## config.mk

```make
export PLATFORM = sky130hd
export DESIGN_NAME = rv32i_trigger_unit
export DESIGN_NICKNAME = d
export VERILOG_FILES = /design/src/rtl/rv32i_pkg.sv /design/src/rtl/rv32i_trig_channel.sv /design/src/rtl/rv32i_trigger_unit.sv
export SDC_FILE = /design/constraint.sdc
export NUM_CORES = 1
export LEC_CHECK = 0
export CAP_MARGIN = 20
export CELL_PAD_IN_SITES_DETAIL_PLACEMENT = 0
export CELL_PAD_IN_SITES_GLOBAL_PLACEMENT = 1
export CORE_MARGIN = 8
export CORE_UTILIZATION = 35
export CTS_CLUSTER_DIAMETER = 150
export DETAILED_ROUTE_END_ITERATION = 10
export PLACE_DENSITY_LB_ADDON = 0.2
export SLEW_MARGIN = 5
export SYNTH_ARGS = -nofsm -noshare
export SYNTH_HDL_FRONTEND = slang
export SYNTH_HIERARCHICAL = 1
export SYNTH_SLANG_ARGS = --single-unit
```

## constraint.sdc

```tcl
create_clock -name clk -period 4.35 [get_ports clk]
set_input_delay 0.6525 -clock clk [delete_from_list [all_inputs] [get_ports clk]]
set_output_delay 0.6525 -clock clk [all_outputs]
set_load 0.02 [all_outputs]
```

## src/rtl/rv32i_pkg.sv

```systemverilog
// rv32i_pkg: shared trigger-unit types and default sizes.
//   trig_type_e : channel match type (exec / load / store / any access)
//   dbg_state_e : halt handshake state
package rv32i_pkg;
  localparam int NUM_TRIG_DEF = 4;
  localparam int TRIG_CNT_W = 16;
  typedef enum logic [1:0] {TRIG_EXEC, TRIG_LOAD, TRIG_STORE, TRIG_ANY} trig_type_e;
  typedef enum logic [1:0] {DBG_RUN, DBG_HALT_REQ, DBG_HALTED, DBG_SKIP} dbg_state_e;
endpackage

```

## src/rtl/rv32i_trig_channel.sv

```systemverilog
// rv32i_trig_channel: one address/mask comparator with its hit-count threshold.
//   en, kind, addr, mask, count, load : channel configuration and counter clear
//   pc/instr_valid, mem_* : retire and data-access observation
//   active : counting allowed (RUN or SKIP); skip : exec matches suppressed
//   fire : threshold reached this cycle; cmp_a : comparator input (PC or mem_addr)
module rv32i_trig_channel
  import rv32i_pkg::*;
#(
  parameter int XLEN = 32,
  parameter int CNT_W = TRIG_CNT_W
)(
  input  logic            clk,
  input  logic            rst_n,
  input  logic            en,
  input  logic [1:0]      kind,
  input  logic [XLEN-1:0] addr,
  input  logic [XLEN-1:0] mask,
  input  logic [CNT_W-1:0] count,
  input  logic            load,
  input  logic            instr_valid,
  input  logic [XLEN-1:0] pc,
  input  logic            mem_valid,
  input  logic            mem_we,
  input  logic [XLEN-1:0] mem_addr,
  input  logic            active,
  input  logic            skip,
  output logic            fire,
  output logic [XLEN-1:0] cmp_a
);
  trig_type_e t;
  logic [CNT_W-1:0] cnt;
  logic [CNT_W:0] nxt, thr;
  logic v, qual;
  assign t = trig_type_e'(kind);
  assign cmp_a = (t == TRIG_EXEC) ? pc : mem_addr;
  // in SKIP every exec match belongs to the stepped-over instruction, since
  // an exec match needs instr_valid and the first instr_valid leaves SKIP
  assign v = (t == TRIG_EXEC)  ? instr_valid & ~skip :
             (t == TRIG_LOAD)  ? mem_valid & ~mem_we :
             (t == TRIG_STORE) ? mem_valid & mem_we : mem_valid;
  // a same-cycle counter clear discards the match entirely
  assign qual = en & active & v & ~load & (((cmp_a ^ addr) & ~mask) == '0);
  assign nxt = {1'b0, cnt} + 1'b1;
  assign thr = (count == '0) ? (CNT_W+1)'(1) : {1'b0, count};
  assign fire = qual & (nxt >= thr);
  always_ff @(posedge clk or negedge rst_n) begin
    if (!rst_n) cnt <= '0;
    else if (load || fire) cnt <= '0;
    else if (qual && !(&cnt)) cnt <= cnt + 1'b1;
  end
endmodule

```

## src/rtl/rv32i_trigger_unit.sv

```systemverilog
// rv32i_trigger_unit: NUM_TRIG debug trigger channels plus the core halt handshake.
//   core side  : instr_valid/pc (retire), mem_valid/mem_we/mem_addr (LSU)
//   config     : trig_en, trig_type, trig_addr, trig_mask, trig_count, trig_load, status_clr
//   handshake  : halt_ack, resume_req in; halt_req, halted out
//   capture    : hit_status (sticky), hit_index / hit_addr of the last halting hit
module rv32i_trigger_unit
  import rv32i_pkg::*;
#(
  parameter int XLEN = 32,
  parameter int NUM_TRIG = NUM_TRIG_DEF,
  parameter int CNT_W = TRIG_CNT_W,
  parameter int IDX_W = (NUM_TRIG > 1) ? $clog2(NUM_TRIG) : 1
)(
  input  logic                     clk,
  input  logic                     rst_n,
  input  logic                     instr_valid,
  input  logic [XLEN-1:0]          pc,
  input  logic                     mem_valid,
  input  logic                     mem_we,
  input  logic [XLEN-1:0]          mem_addr,
  input  logic [NUM_TRIG-1:0]      trig_en,
  input  logic [2*NUM_TRIG-1:0]    trig_type,
  input  logic [XLEN*NUM_TRIG-1:0] trig_addr,
  input  logic [XLEN*NUM_TRIG-1:0] trig_mask,
  input  logic [CNT_W*NUM_TRIG-1:0] trig_count,
  input  logic [NUM_TRIG-1:0]      trig_load,
  input  logic [NUM_TRIG-1:0]      status_clr,
  input  logic                     halt_ack,
  input  logic                     resume_req,
  output logic                     halt_req,
  output logic                     halted,
  output logic [NUM_TRIG-1:0]      hit_status,
  output logic [IDX_W-1:0]         hit_index,
  output logic [XLEN-1:0]          hit_addr
);
  dbg_state_e state, state_nxt;
  logic [NUM_TRIG-1:0] fire;
  logic [XLEN-1:0] cmp_a [NUM_TRIG];
  logic [IDX_W-1:0] idx_nxt;
  logic [XLEN-1:0] addr_nxt;
  logic active, skip, any_fire;
  assign active = (state == DBG_RUN) || (state == DBG_SKIP);
  assign skip = state == DBG_SKIP;
  assign any_fire = |fire;
  for (genvar i = 0; i < NUM_TRIG; i++) begin : g_ch
    rv32i_trig_channel #(.XLEN(XLEN), .CNT_W(CNT_W)) u_ch (
      .clk         (clk),
      .rst_n       (rst_n),
      .en          (trig_en[i]),
      .kind        (trig_type[2*i +: 2]),
      .addr        (trig_addr[XLEN*i +: XLEN]),
      .mask        (trig_mask[XLEN*i +: XLEN]),
      .count       (trig_count[CNT_W*i +: CNT_W]),
      .load        (trig_load[i]),
      .instr_valid (instr_valid),
      .pc          (pc),
      .mem_valid   (mem_valid),
      .mem_we      (mem_we),
      .mem_addr    (mem_addr),
      .active      (active),
      .skip        (skip),
      .fire        (fire[i]),
      .cmp_a       (cmp_a[i])
    );
  end
  // scan downward so the lowest firing channel wins
  always_comb begin
    idx_nxt = '0;
    addr_nxt = cmp_a[0];
    for (int i = NUM_TRIG - 1; i >= 0; i--)
      if (fire[i]) begin
        idx_nxt = IDX_W'(i);
        addr_nxt = cmp_a[i];
      end
  end
  always_ff @(posedge clk or negedge rst_n) begin
    if (!rst_n) state <= DBG_RUN;
    else state <= state_nxt;
  end
  always_comb begin
    state_nxt = state;
    case (state)
      DBG_RUN:      state_nxt = any_fire ? DBG_HALT_REQ : DBG_RUN;
      DBG_HALT_REQ: state_nxt = halt_ack ? DBG_HALTED : DBG_HALT_REQ;
      DBG_HALTED:   state_nxt = resume_req ? DBG_SKIP : DBG_HALTED;
      DBG_SKIP:     state_nxt = any_fire ? DBG_HALT_REQ : instr_valid ? DBG_RUN : DBG_SKIP;
      default:      state_nxt = DBG_RUN;
    endcase
  end
  always_comb begin
    halt_req = state == DBG_HALT_REQ;
    halted = state == DBG_HALTED;
  end
  // a new fire beats a same-cycle write-1-to-clear
  always_ff @(posedge clk or negedge rst_n) begin
    if (!rst_n) begin
      hit_status <= '0;
      hit_index <= '0;
      hit_addr <= '0;
    end else begin
      hit_status <= (hit_status & ~status_clr) | fire;
      if (any_fire) begin
        hit_index <= idx_nxt;
        hit_addr <= addr_nxt;
      end
    end
  end
endmodule

```

Yosys cells after proc, flatten, opt, wreduce, memory -nomap -nowiden

Cells that the tools add are included.

Reductions and logical operators: 35
Mux-type cells: 42
Bitwise operators: 44
Eq/ne operators: 11
Magnitude comparators: 4
$add $sub $neg: 8

Operator list:

| kind                  | number |
|---|---|
| $mux 32               | 8 |
| $mux 16               | 12 |
| $and 32x32->32        | 4 |
| $logic_not 32->1      | 4 |
| $not 32->32           | 4 |
| $xor 32x32->32        | 4 |
| $add 16x1->17 const B | 4 |
| $ge 17x17->1          | 4 |
| $add 16x1->16 const B | 4 |
| $logic_not 16->1      | 4 |
| $reduce_and 16->1     | 4 |
| $and 1x1->1           | 23 |
| $mux 1                | 14 |
| $mux 2                | 7 |
| $eq 2x2->1 const B    | 6 |
| $eq 2x1->1 const B    | 5 |
| $logic_not 2->1       | 5 |
| $pmux 2 s4            | 1 |
| $reduce_bool 2->1     | 4 |
| $not 1->1             | 6 |
| $logic_or 1x1->1      | 5 |
| $and 4x4->4           | 1 |
| $logic_and 1x1->1     | 4 |
| $logic_not 1->1       | 4 |
| other kinds (3)       | 3 |

Register bits after elaboration: 104
Output and inout port bits: 40
Logic and storage cells: 152
Input bits: 411

Depth between registers and ports, before layout

Depth after elaboration: 12
Depth in mapped cells: 21
Depth with buffers taken out: 17

Cells and area by module

The synthesis kept the hierarchy.

Modules (own cells, without submodules):

| module                                | cells an instance | area an instance (um2) | sequential area each (um2) | times used |
|---|---|---|---|---|
| rv32i_trig_channel (g_ch[0].u_ch ...) | 339               | 2,683.8                | 400.4                      | 3 |
| rv32i_trigger_unit                    | 292               | 3,223.1                | 1,001.0                    | 1 |
| rv32i_trig_channel (g_ch[3].u_ch)     | 302               | 2,476.1                | 400.4                      | 1 |

Least setup slack after synthesis

No wires, ideal clock.

Kind: register to register
Start: register g_ch[1].u_ch.cnt[2]
End: register hit_addr[10]
Data required time: 4,222 ps
Stages on the path, launching flop included: 21
Setup slack: 351 ps
Library setup time: 128 ps
Path buffers: 3
Arrival: 3,871 ps
Period minus slack after synthesis: 3,999 ps
Path through: dfrtp_1 nand3_1 or2_2 inv_1 and3_1 nand3_1 or2_2 clkbuf_1 xnor2_1 ha_1 and4_1 nand2_1 a2111oi_0 nor3_1 o21ai_0 and3_1 buf_6 and2b_4 buf_12 a221oi_2 o31ai_2

Cells in the longest elaborated chain, start to end: 5
Elaborated cells between the ends (all ways): 6
Those cells by class: 1 x add/sub; 1 x order compare; 2 x mux; 1 x bitwise; 1 x reduce/logical

Ends and longest elaborated chain:

| element                | RTL line                  | source |
|---|---|---|
| from (decl)            | rv32i_trig_channel.sv:31  | `logic [CNT_W-1:0] cnt;` |
| from (signal assigned) | rv32i_trig_channel.sv:49  | `else if (qual && !(&cnt)) cnt <= cnt + 1'b1;` |
| $add 16x1->17 (*)      | rv32i_trig_channel.sv:43  | `assign nxt = {1'b0, cnt} + 1'b1;` |
| $ge 17x17->1 (*)       | rv32i_trig_channel.sv:45  | `assign fire = qual & (nxt >= thr);` |
| $and 1x1->1 (*)        | rv32i_trig_channel.sv:45  |  |
| named net fire[1]      | rv32i_trigger_unit.sv:37  | `logic [NUM_TRIG-1:0] fire;` |
| $mux 32 (2 in a row)   | rv32i_trigger_unit.sv:71  | `if (fire[i]) begin` |
| to (signal assigned)   | rv32i_trigger_unit.sv:104 | `hit_addr <= addr_nxt;` |
| to (decl)              | rv32i_trigger_unit.sv:34  | `output logic [XLEN-1:0] hit_addr` |

The timed path passes the listed nets; every way through them passes the cells marked *.
A chain may end at the register's enable or synchronous reset.

==> impl_summary.txt <==
----------------------------------------------------
[CTS]
  Number of buffers between clock root and the deepest sink ... 2
  TritonCTS clock tree ... done
  Source-to-sink clock delay at the later pin of the worst-skew pair ... between 0.3 and 0.4 ns
  Number of sinks handled by clock tree synthesis ... approximately 100
  Clock root buffer ... sky130_fd_sc_hd__clkbuf_16
  Reg clk slew, reported paths ... 0.08 ns
  Number of buffers created by CTS ... 9
  Count of H-tree levels built during CTS ... 3

[GRT]
  Initial antenna violation count ... 20
  Total GRT Usage ... 0.277
  Wire length of the first global-routing pass ... 96.8 mm
  Pin count of the biggest net entering global routing ... 71
  Via count of the first global-routing pass ... 14.8k
  Global-route congestion overflow total ... 0

[Critical path]
  Start-to-end type of the worst setup path ... in2reg
  Gate family responsible for the most delay along the worst path ... buffers and inverters
  CP max-delay cell ... sky130_fd_sc_hd__clkdlybuf4s50_1
  Maximum fanout along the worst path ... 10
  CP max stage delay ... 0.47 ns
  Series of cell instances along the critical path ... clkdlybuf4s50_1 > nor2_4 > buf_12 > mux2_2 > xor2_1 > a222oi_1 > nor4b_4 > buf_4 > nand3_1 > nor2_4 > buf_4 > clkbuf_16 > mux2_4 > a221oi_2 > o31ai_1
  Startpoint type of the worst setup path ... primary input
  Crit path capture type ... flip-flop
  Worst Path Arrival ... ~4.5 ns
  Crit path buf inv count ... 5
  CP Data Required Time ... 4.59 ns

[Synthesis]
  Number of distinct library cell variants in the gate-level netlist after synthesis ... 66
  Post-Synth XOR/XNOR Area ... 0.0675
  Cell types with the highest counts after synthesis ... sky130_fd_sc_hd__inv_1, sky130_fd_sc_hd__nor2b_1, sky130_fd_sc_hd__mux2i_1
  Dominant combinational cell family by area after synthesis ... simple AND/OR/NAND/NOR gates
  Number of synthesized register bits ... 104
  Complex-gate fraction of the synthesized area ... 0.191
  Mapped cell area ... 13800 um^2
  Dominant synthesized flop cell ... sky130_fd_sc_hd__dfrtp_1
  Post-synthesis async set-or-reset flop share ... 1.00
  Cell count after synthesis ... between 1.5k and 2k
  Synthesized area per cell ... approximately 8.5 um^2
  Area share of the largest cell type after synthesis ... 0.189
  Count of warnings emitted by yosys ... 6
  Adder-cell share of the synthesized area ... 0.0655
  Area share of and/or/nand/nor cells after synthesis ... 0.231
  Portion of netlist area occupied by mux cells ... 0.185
  Most frequently used cell type in the post-synthesis netlist ... sky130_fd_sc_hd__inv_1
  Cell accounting for the most synthesized area ... sky130_fd_sc_hd__dfrtp_1
  Post-Syn Nets ... 2094
  Number of synthesized flops with an enable pin ... 0
  Cell types occupying the most area after synthesis ... sky130_fd_sc_hd__dfrtp_1, sky130_fd_sc_hd__mux2i_1, sky130_fd_sc_hd__ha_1
  Fraction of the yosys area taken by sequential cells ... 0.189

[Die]
  Die height ... 214 um
  Placeable core region ... 38700 um^2
  Row Count ... slightly above 70
  Total die area ... 45900 um^2
  Initial standard-cell utilization of the core ... 0.355
  I/O pin count ... roughly 450
  Width of the die ... approximately 210 um

[Hold path]
  Type of the worst min-delay path ... in2async

[Timing]
  Hold slack final ... 0.222 ns
  Post-Route Skew ... around 0.019 ns
  Setup violation total in the final timing report ... 0
  Setup slack after layout ... approximately 0.11 ns
  Min Tclk post-route ... 4.24 ns
  Fin. max-slew vios ... 0
  Max Fclk ... 0.236 GHz
  Fin crit share ... 0.975
  Max-slew headroom ... 0.430
  Final hold violation count ... 0
  Actual transition at the worst max-transition pin ... 0.848 ns

[Detailed routing]
  First-pass iteration count of the detailed router ... 5
  DRT Wirelength ... 66.9 mm
  Initial drt markers ... between 1k and 1.5k
  Count of nets left with antenna violations after detail routing ... 0
  Routed wirelength normalized by instance count ... 25.0 um
  Via count of the routed design ... 14.6k
  Vias per std cell ... 5.48
  DRC ... 0

[Pwr]
  Clock Power Share ... 0.271
  Internal portion of total power ... 0.00208 W
  Static leakage ... 9.13 nW
  Power, Total ... 0.00314 W
  Share of power burned in combinational logic ... 0.421
  Net switching fraction of the power ... 0.338
  Pwr per Cell Area ... about 160 nW/um^2
  Switching power of the nets ... 0.00106 W
  Worst VDD drop ... 0.177 mV
  Flop pwr share ... 0.308

[Layout]
  Synthesis-to-finish area growth ... 46.9%
  Final standard cell area without fillers ... a little over 20000 um^2
  Area of the multi-input gates ... 10300 um^2
  Register Area ... 2600 um^2
  Layout Nets ... 2623
  Share of layout cells above drive strength 1 ... 0.165
  Fill cells ... 3661
  Non-Filler Instances ... ~2.7k

[Placed design]
  Post-Place Setup Slack ... -0.276 ns
  Post-Place Cells ... around 2.6k
  Dpl cell area ... between 15000 and 20000 um^2
  Total half-perimeter wirelength after legalization and detailed placement ... 56.3 mm
  Global placer's final weighted congestion ... 0.962
  PortBufs ... 450

[Status]
  Result of the run ... complete, no violations

[Job]
  Max-capacitance violation count ... 0

----------------------------------------------------
[path summary, 6_finish.rpt]
check / start / to / slack (ns) / cells after the start
worst max-delay path: trig_type[6] / hit_addr[22]$_DFFE_PN0P_ / 0.11 / 15
worst min-delay path: rst_n / g_ch[3].u_ch/cnt[3]$_DFFE_PN0P_ / 0.22 / 1
worst max register to register: g_ch[3].u_ch/cnt[0]$_DFFE_PN0P_ / hit_addr[26]$_DFFE_PN0P_ / 0.19 / 20
worst min register to register: hit_addr[6]$_DFFE_PN0P_ / hit_addr[6]$_DFFE_PN0P_ / 0.49 / 2
max in group asynchronous: rst_n / g_ch[0].u_ch/cnt[13]$_DFFE_PN0P_ / 3.15 / 3
min in group clk: hit_addr[6]$_DFFE_PN0P_ / hit_addr[6]$_DFFE_PN0P_ / 0.49 / 2
[per-layer routing]
metal | GRT usage | wire, um
met2 | 0.477 | 32500
met1 | 0.334 | 27300
met4 | 0.0923 | 2080
met5 | 0 | 125
met3 | 0.0663 | 4950
[cells in the final DEF, fill, tap and decap left out, drive strengths merged, types with 38 or more instances in the layout]
cell           netlist  layout
clkdlybuf4s50        0     449
inv                131     133
buf                 45     128
nor2b              120     120
nor2               116     116
mux2i              114     114
mux2               110     110
dfrtp              104     104
o21ai               75      75
nand2               72      72
ha                  72      72
a21oi               68      68
xnor2               61      61
a21o                60      60
nand3               49      49
xor2                45      45
or3                 42      42
o31ai               38      38
[power by group through the flow]
stage | Combinational [W] | Sequential [W] | Clock (W)
floorplan | 0.000540 | 0.000985 | 0
global placement | 0.00128 | 0.000985 | 0
detailed placement | 0.00129 | 0.000985 | 0
CTS | 0.00130 | 0.000966 | 0.000875
global route | 0.00139 | 0.000966 | 0.000904
finish | 0.00132 | 0.000966 | 0.000849
[through the flow]
stage,util,setup TNS (ns)
3_3_place_gp,0.505,-4.37
5_1_grt,0.521,-0.0300
6_report,0.522,0
2_1_floorplan,-,0
4_1_cts,0.513,0
3_5_place_dp,0.505,-6.30
[what timing repair did]
item,in CTS,in global routing
resized for setup,0,32
endpoints found under the setup margin,0,34
setup buffers,0,9
hold buffers,0,0
[sequential cells by signal, indices dropped and copies added (netlist names)]
signal,count
hit_status,4
state,2
hit_index,2
g_ch.u_ch/cnt,64
hit_addr,32
[kinds of logic (layout without fill, tap and decap cells)]
logic type | count (synthesis) | in the layout
buf+inv | 193 | 727
simple gates | 559 | 559
compound gates | 353 | 353
flops | 104 | 104
xor+xnor | 106 | 106
other cells | 0 | 11
fa+ha+maj | 72 | 72
mux | 224 | 224
[area by class of cell]
| class | instances | area share |
|---|---|---|
| clock buffer | 10 | 0.0118 |
| sequential | 104 | 0.129 |
| tap | 518 | 0.0321 |
| clock inverter | 6 | 0.00248 |
| inverter | 131 | 0.0243 |
| antenna | 11 | 0.00136 |
| multi-input combinational | 1314 | 0.509 |
| timing repair buffer | 580 | 0.290 |
Note: power is estimated with default switching activity, not from simulation.
